`config.mk`:
```
export PLATFORM = sky130hd
export DESIGN_NAME = alu_rr_sched_flat
export DESIGN_NICKNAME = d
export VERILOG_FILES = /design/src/rtl/alu_pkg.sv /design/src/rtl/alu_rr_sched_if.sv /design/src/rtl/rr_arbiter.sv /design/src/rtl/alu_rr_sched.sv /design/src/flat_wrapper.sv
export SDC_FILE = /design/constraint.sdc
export NUM_CORES = 1
export LEC_CHECK = 0
export BUFFER_PORTS_ARGS = -buffer_cell sky130_fd_sc_hd__buf_2
export CELL_PAD_IN_SITES_DETAIL_PLACEMENT = 1
export CELL_PAD_IN_SITES_GLOBAL_PLACEMENT = 1
export CORE_UTILIZATION = 33
export CTS_CLUSTER_DIAMETER = 80
export DETAILED_ROUTE_END_ITERATION = 7
export PLACE_DENSITY = 0.83
export SETUP_SLACK_MARGIN = 0.3
export SLEW_MARGIN = 20
export SYNTH_ARGS = -nofsm -noshare
export SYNTH_HDL_FRONTEND = slang
export SYNTH_SLANG_ARGS = --single-unit
```
`constraint.sdc`:
```
create_clock -name clk -period 2.89 [get_ports clk]
set_input_delay 0.4335 -clock clk [delete_from_list [all_inputs] [get_ports clk]]
set_output_delay 0.4335 -clock clk [all_outputs]
set_load 0.03 [all_outputs]
```
`src/rtl/alu_pkg.sv`:
```
// Shared constants and FSM state type for the round-robin ALU scheduler.
package alu_pkg;
    localparam int         OPW    = 3;
    localparam int         N_IO   = 8;
    localparam logic [2:0] OP_MAX = 3'b010;

    typedef enum logic [1:0] {
        IDLE = 2'd0,
        EXEC = 2'd1,
        RESP = 2'd2
    } state_t;
endpackage

```
`src/rtl/alu_rr_sched_if.sv`:
```
// Request/response bundle between client blocks and the ALU scheduler.
interface alu_rr_sched_if #(
    parameter int NREQ = 4,
    parameter int nIO  = 8,
    parameter int OPW  = 3,
    parameter int IDW  = 2
);
    logic [NREQ-1:0]     req_valid;
    logic [NREQ-1:0]     req_ready;
    logic [NREQ*nIO-1:0] req_a;
    logic [NREQ*nIO-1:0] req_b;
    logic [NREQ*OPW-1:0] req_op;
    logic                rsp_valid;
    logic                rsp_ready;
    logic [IDW-1:0]      rsp_id;
    logic [nIO-1:0]      rsp_z;
    logic                rsp_ov;

    modport master (
        output req_valid, req_a, req_b, req_op, rsp_ready,
        input  req_ready, rsp_valid, rsp_id, rsp_z, rsp_ov
    );

    modport slave (
        input  req_valid, req_a, req_b, req_op, rsp_ready,
        output req_ready, rsp_valid, rsp_id, rsp_z, rsp_ov
    );
endinterface

```
`src/rtl/rr_arbiter.sv`:
```
// Combinational round-robin picker: first set request at or after ptr, with wrap.
module rr_arbiter #(
    parameter  int N  = 4,
    localparam int PW = (N > 1) ? $clog2(N) : 1
) (
    input  logic [N-1:0]  req,
    input  logic [PW-1:0] ptr,
    input  logic          en,
    output logic [N-1:0]  grant,
    output logic [PW-1:0] grant_idx
);
    logic          found_s;
    logic [PW-1:0] slot_s;

    // Walk the N slots starting at ptr; the first valid one wins.
    always_comb begin
        grant     = '0;
        grant_idx = '0;
        found_s   = 1'b0;
        slot_s    = '0;
        for (int k = 0; k < N; k++) begin
            slot_s = PW'((int'(ptr) + k) % N);
            if (en && !found_s && req[slot_s]) begin
                found_s        = 1'b1;
                grant[slot_s]  = 1'b1;
                grant_idx      = slot_s;
            end else begin
                found_s = found_s;
            end
        end
    end
endmodule

```
`src/rtl/alu_rr_sched.sv`:
```
// Shares one combinational ALU among NREQ requesters with round-robin
// arbitration and a tagged, back-pressurable response channel.
module alu_rr_sched #(
    parameter int NREQ = 4,
    parameter int nIO  = alu_pkg::N_IO,
    parameter int OPW  = alu_pkg::OPW,
    parameter int IDW  = 2
) (
    input  logic             clk,
    input  logic             rst_n,
    alu_rr_sched_if.slave    bus,
    output logic [nIO-1:0]   alu_a,
    output logic [nIO-1:0]   alu_b,
    output logic [OPW-1:0]   alu_op,
    input  logic [nIO-1:0]   alu_z,
    input  logic             alu_ov,
    output logic             busy,
    output logic [15:0]      op_count
);
    import alu_pkg::*;

    localparam int PW = (NREQ > 1) ? $clog2(NREQ) : 1;

    state_t          state_q;
    logic [PW-1:0]   ptr_q;
    logic [IDW-1:0]  id_q;
    logic [nIO-1:0]  alu_a_q;
    logic [nIO-1:0]  alu_b_q;
    logic [OPW-1:0]  alu_op_q;
    logic            rsp_valid_q;
    logic [IDW-1:0]  rsp_id_q;
    logic [nIO-1:0]  rsp_z_q;
    logic            rsp_ov_q;
    logic [15:0]     op_count_q;

    logic [NREQ-1:0] grant_s;
    logic [PW-1:0]   grant_idx_s;
    logic            grant_any_s;
    logic [nIO-1:0]  a_lane_s  [NREQ];
    logic [nIO-1:0]  b_lane_s  [NREQ];
    logic [OPW-1:0]  op_lane_s [NREQ];

    for (genvar i = 0; i < NREQ; i++) begin : g_lane
        assign a_lane_s[i]  = bus.req_a[i*nIO +: nIO];
        assign b_lane_s[i]  = bus.req_b[i*nIO +: nIO];
        assign op_lane_s[i] = bus.req_op[i*OPW +: OPW];
    end

    rr_arbiter #(.N(NREQ)) u_arb (
        .req       (bus.req_valid),
        .ptr       (ptr_q),
        .en        (state_q == IDLE),
        .grant     (grant_s),
        .grant_idx (grant_idx_s)
    );

    // Ready is only ever offered to the arbiter's pick, and only while idle.
    assign bus.req_ready = grant_s;
    assign grant_any_s   = |grant_s;

    // Scheduler FSM: grant in IDLE, sample the ALU in EXEC, hand off in RESP.
    always_ff @(posedge clk or negedge rst_n) begin
        if (!rst_n) begin
            state_q     <= IDLE;
            ptr_q       <= '0;
            id_q        <= '0;
            alu_a_q     <= '0;
            alu_b_q     <= '0;
            alu_op_q    <= '0;
            rsp_valid_q <= 1'b0;
            rsp_id_q    <= '0;
            rsp_z_q     <= '0;
            rsp_ov_q    <= 1'b0;
            op_count_q  <= 16'd0;
        end else begin
            case (state_q)
                IDLE: begin
                    if (grant_any_s) begin
                        alu_a_q  <= a_lane_s[grant_idx_s];
                        alu_b_q  <= b_lane_s[grant_idx_s];
                        alu_op_q <= op_lane_s[grant_idx_s];
                        id_q     <= IDW'(grant_idx_s);
                        ptr_q    <= (grant_idx_s == PW'(NREQ - 1)) ? '0 : grant_idx_s + 1'b1;
                        state_q  <= EXEC;
                    end else begin
                        state_q  <= IDLE;
                    end
                end
                EXEC: begin
                    rsp_z_q     <= alu_z;
                    rsp_ov_q    <= alu_ov;
                    rsp_id_q    <= id_q;
                    rsp_valid_q <= 1'b1;
                    state_q     <= RESP;
                end
                RESP: begin
                    // The exit cycle deliberately skips arbitration; a grant waits for IDLE.
                    if (bus.rsp_ready) begin
                        rsp_valid_q <= 1'b0;
                        op_count_q  <= op_count_q + 16'd1;
                        state_q     <= IDLE;
                    end else begin
                        state_q     <= RESP;
                    end
                end
                default: state_q <= IDLE;
            endcase
        end
    end

    assign alu_a         = alu_a_q;
    assign alu_b         = alu_b_q;
    assign alu_op        = alu_op_q;
    assign bus.rsp_valid = rsp_valid_q;
    assign bus.rsp_id    = rsp_id_q;
    assign bus.rsp_z     = rsp_z_q;
    assign bus.rsp_ov    = rsp_ov_q;
    assign busy          = (state_q != IDLE);
    assign op_count      = op_count_q;
endmodule

```
`src/flat_wrapper.sv`:
```
// flat-port wrapper written by rule: the top's interface ports become plain ports
module alu_rr_sched_flat import alu_pkg::*;
#(
    parameter int NREQ = 4,
    parameter int nIO  = alu_pkg::N_IO,
    parameter int OPW  = alu_pkg::OPW,
    parameter int IDW  = 2
)
  (clk, rst_n, alu_a, alu_b, alu_op, alu_z, alu_ov, busy, op_count, bus_req_valid, bus_req_a, bus_req_b, bus_req_op, bus_rsp_ready, bus_req_ready, bus_rsp_valid, bus_rsp_id, bus_rsp_z, bus_rsp_ov);
  alu_rr_sched_if #(.NREQ(NREQ), .nIO(nIO), .OPW(OPW), .IDW(IDW)) bus_i ();
  input  logic clk;
  input  logic rst_n;
  output logic [nIO-1:0] alu_a;
  output logic [nIO-1:0] alu_b;
  output logic [OPW-1:0] alu_op;
  input  logic [nIO-1:0] alu_z;
  input  logic alu_ov;
  output logic busy;
  output logic [15:0] op_count;
  input wire logic [$bits(bus_i.req_valid)-1:0] bus_req_valid;
  input wire logic [$bits(bus_i.req_a)-1:0] bus_req_a;
  input wire logic [$bits(bus_i.req_b)-1:0] bus_req_b;
  input wire logic [$bits(bus_i.req_op)-1:0] bus_req_op;
  input wire logic [$bits(bus_i.rsp_ready)-1:0] bus_rsp_ready;
  output wire logic [$bits(bus_i.req_ready)-1:0] bus_req_ready;
  output wire logic [$bits(bus_i.rsp_valid)-1:0] bus_rsp_valid;
  output wire logic [$bits(bus_i.rsp_id)-1:0] bus_rsp_id;
  output wire logic [$bits(bus_i.rsp_z)-1:0] bus_rsp_z;
  output wire logic [$bits(bus_i.rsp_ov)-1:0] bus_rsp_ov;
  assign bus_i.req_valid = bus_req_valid;
  assign bus_i.req_a = bus_req_a;
  assign bus_i.req_b = bus_req_b;
  assign bus_i.req_op = bus_req_op;
  assign bus_i.rsp_ready = bus_rsp_ready;
  assign bus_req_ready = bus_i.req_ready;
  assign bus_rsp_valid = bus_i.rsp_valid;
  assign bus_rsp_id = bus_i.rsp_id;
  assign bus_rsp_z = bus_i.rsp_z;
  assign bus_rsp_ov = bus_i.rsp_ov;
  alu_rr_sched #(.NREQ(NREQ), .nIO(nIO), .OPW(OPW), .IDW(IDW)) u_core (.clk(clk), .rst_n(rst_n), .bus(bus_i), .alu_a(alu_a), .alu_b(alu_b), .alu_op(alu_op), .alu_z(alu_z), .alu_ov(alu_ov), .busy(busy), .op_count(op_count));
endmodule
```
==> qor.csv <==
metric,value,unit
status,"finished, violations left",
violations,setup timing,
grt_pass1_vias,4112,
fmax,344,MHz
cts_root_buf,clkbuf_16,
synth-edff-count,0,
num-fill-cells,1345,
reg2regPathDepth,10,
viasPerCell,5.57,
yosysSeqAreaShare,34.6,%
h-tree-depth,2,
drtIter0Drc,179,
finalNonFillerCells,714,
n_antenna_cell,0,
grt_pass1_wl,21100,µm
grtUsageTotal,22.6,%
cp.arrival,3060,ps
rsz0062_at_grt,yes,
busiest_layer,met2,
use_met2,39.1,%
routedWlPerCell,18.9,µm
gp_congestion,0.930,
multi_input_area,0.00215,mm²
cts.sinks,53,
drive_above_1_share,38.0,%
ant_nets,0,
period_minus_slack,2900,ps
synth_area_leaders,"dfrtp_1, o211ai_1, inv_1",
fp.dieArea,0.0120,mm²
final_nets,674,
ff_latch_area,0.00133,mm²
finalSetupViolations,1,
place_area,0.00485,mm²
synth-warning-count,0,
avgSynthCellArea,8.99,µm²
yosys_register_bits,53,
min_period_over_period,100,%
via_count,3978,
critPathKind,reg -> reg,
p_per_area,1300,mW/mm²
area_growth,35.0,%
routed_wl,13500,µm
cp.required,3050,ps
slew_violations,0,
worst_setup_path_end_kind,register,
die-height,110,µm
cts_buffers,5,
final_cell_mix,"buf_2, inv_1, dfrtp_1",
p_total,6710,µW
synth_ff_type,dfrtp_1,
cap_violations,0,
max_slew_margin,49.9,%
start_util,34.6,%
port_buffers,143,
final_common_cell,buf_2,
setup_slack,-14.2,ps
use_met3,2.96,%
met1_usage,29.1,%
drtPass1Iterations,4,
remaining_drc_errors,0,
hold_class,in -> async,
max-clock-path-buffers,2,
post-route-util,46.7,%
grt_max_degree,43,
synth_top_cell_area_share,34.6,%
insertion_delay,290,ps
num_io_pins,144,
setup_tns,-14.2,ps
leakage,0.00251,µW
netlist_area,0.00383,mm²
postCtsHoldBufs,0,
fp.dieW,110,µm
hpwl,10200,µm
synth_area_leader_cell,dfrtp_1,
cts.clk_slew.worst_paths,80,ps
num_rows,38,
async_reset_ff_share,100,%
start_kind,register,
cts_tree,yes,
final-hold-violation-count,0,
clock-skew-final,8.65,ps
tightestPinTransition,750,ps
place_inst,699,
core_area,0.0111,mm²
grt_overflow,0,
final_area,0.00517,mm²
worstPathMaxFanout,11,
syn_nets,527,
netlist_instances,426,
irDropWorstVdd,0.859,mV
antenna_found_initial,1,
synth_cell_types,40,
==> registers in the layout (all words and copies together), names as in the netlist <==
register	cells
u_core.state_q	2
u_core.op_count	16
u_core.bus.rsp_valid	1
u_core.bus.rsp_z	8
u_core.id_q	2
u_core.bus.rsp_id	2
u_core.alu_b	8
u_core.alu_a	8
u_core.alu_op	3
u_core.bus.rsp_ov	1
u_core.ptr_q	2
==> cell type report <==
| cell class | instances | area share (%) |
|---|---|---|
| clock inverter | 2 | 0.726 |
| multi-input combinational | 269 | 41.5 |
| timing repair buffer | 181 | 21.3 |
| inverter | 63 | 4.72 |
| sequential | 53 | 25.7 |
| clock buffer | 6 | 2.69 |
| tap | 140 | 3.39 |
==> stage by stage <==
step / hold WS (ps) / worst slack, ps
after CTS: 331 / 23.1
after global placement: 453 / -27.0
after floorplan: 138 / -57.4
after global routing: 176 / -93.3
final: 122 / -14.2
after detailed placement: 465 / -178
==> layer usage <==
layer	vias up	routed length, µm
met2	124	6820
li1	1846	-
met5	-	13
met1	1980	5740
met3	26	578
met4	2	344
==> power by group <==
part / total [µW] / switching, µW / internal, µW
registers: 1280 / 226 / 1060
logic: 4720 / 2780 / 1940
clock network: 711 / 278 / 433
==> cells in the mapped netlist (3+ instances only) <==
cell type / number
o311ai_0: 19
o2111ai_1: 20
ha_1: 9
nand2_1: 44
mux2_2: 3
o211ai_1: 38
nand3b_1: 23
clkbuf_1: 32
o21ai_0: 3
buf_2: 5
o221ai_1: 19
buf_6: 3
a221o_1: 4
inv_1: 63
dfrtp_1: 53
xnor2_1: 13
nand4_1: 4
xor2_1: 3
a21oi_1: 5
nand3_1: 6
mux4_2: 4
mux2i_1: 22
nor2_1: 6
==> logic make-up after synthesis <==
group	after synthesis	share of synthesized area, %
buffers and inverters	105	11.0
and+or+nand+nor	100	14.3
xor gates and xnor gates	16	3.66
AOI/OAI and AO/OA	112	23.8
adders and majority gates	9	2.94
muxes	31	9.58
DFF	53	34.6
==> critical path: stages (launching register included) <==
cell	delay (ps)
dfrtp_2	490
inv_6	50
ha_4	280
mux4_2	350
buf_6	150
nand3b_1	90
a21oi_1	70
a221o_2	310
or4_4	630
clkbuf_16	220
mux2i_1	130
==> timing repair <==
action / 4_1_cts / 5_1_grt
buffers inserted: 3 / 1
endpoints found under the setup margin: 28 / 28
gates resized for setup: 22 / 2
pin swaps: 2 / 2
cloned: 0 / 3
==> worst paths after layout <==
check                                                      start                                to  slack (ps)
worst max-delay path                 u_core.ptr_q[0]$_DFFE_PN0P_       u_core.alu_a[7]$_DFFE_PN0P_         -10
worst min-delay path                                       rst_n    u_core.op_count[5]$_DFFE_PN0P_         120
worst max register to register       u_core.ptr_q[0]$_DFFE_PN0P_       u_core.alu_a[7]$_DFFE_PN0P_         -10
worst min register to register  u_core.bus.rsp_id[0]$_DFFE_PN0P_  u_core.bus.rsp_id[0]$_DFFE_PN0P_         480
max in group asynchronous                                  rst_n       u_core.ptr_q[0]$_DFFE_PN0P_        2130
min in group clk                                        alu_z[0]   u_core.bus.rsp_z[0]$_DFFE_PN0P_         340
Power figures use the tool's default switching activity.
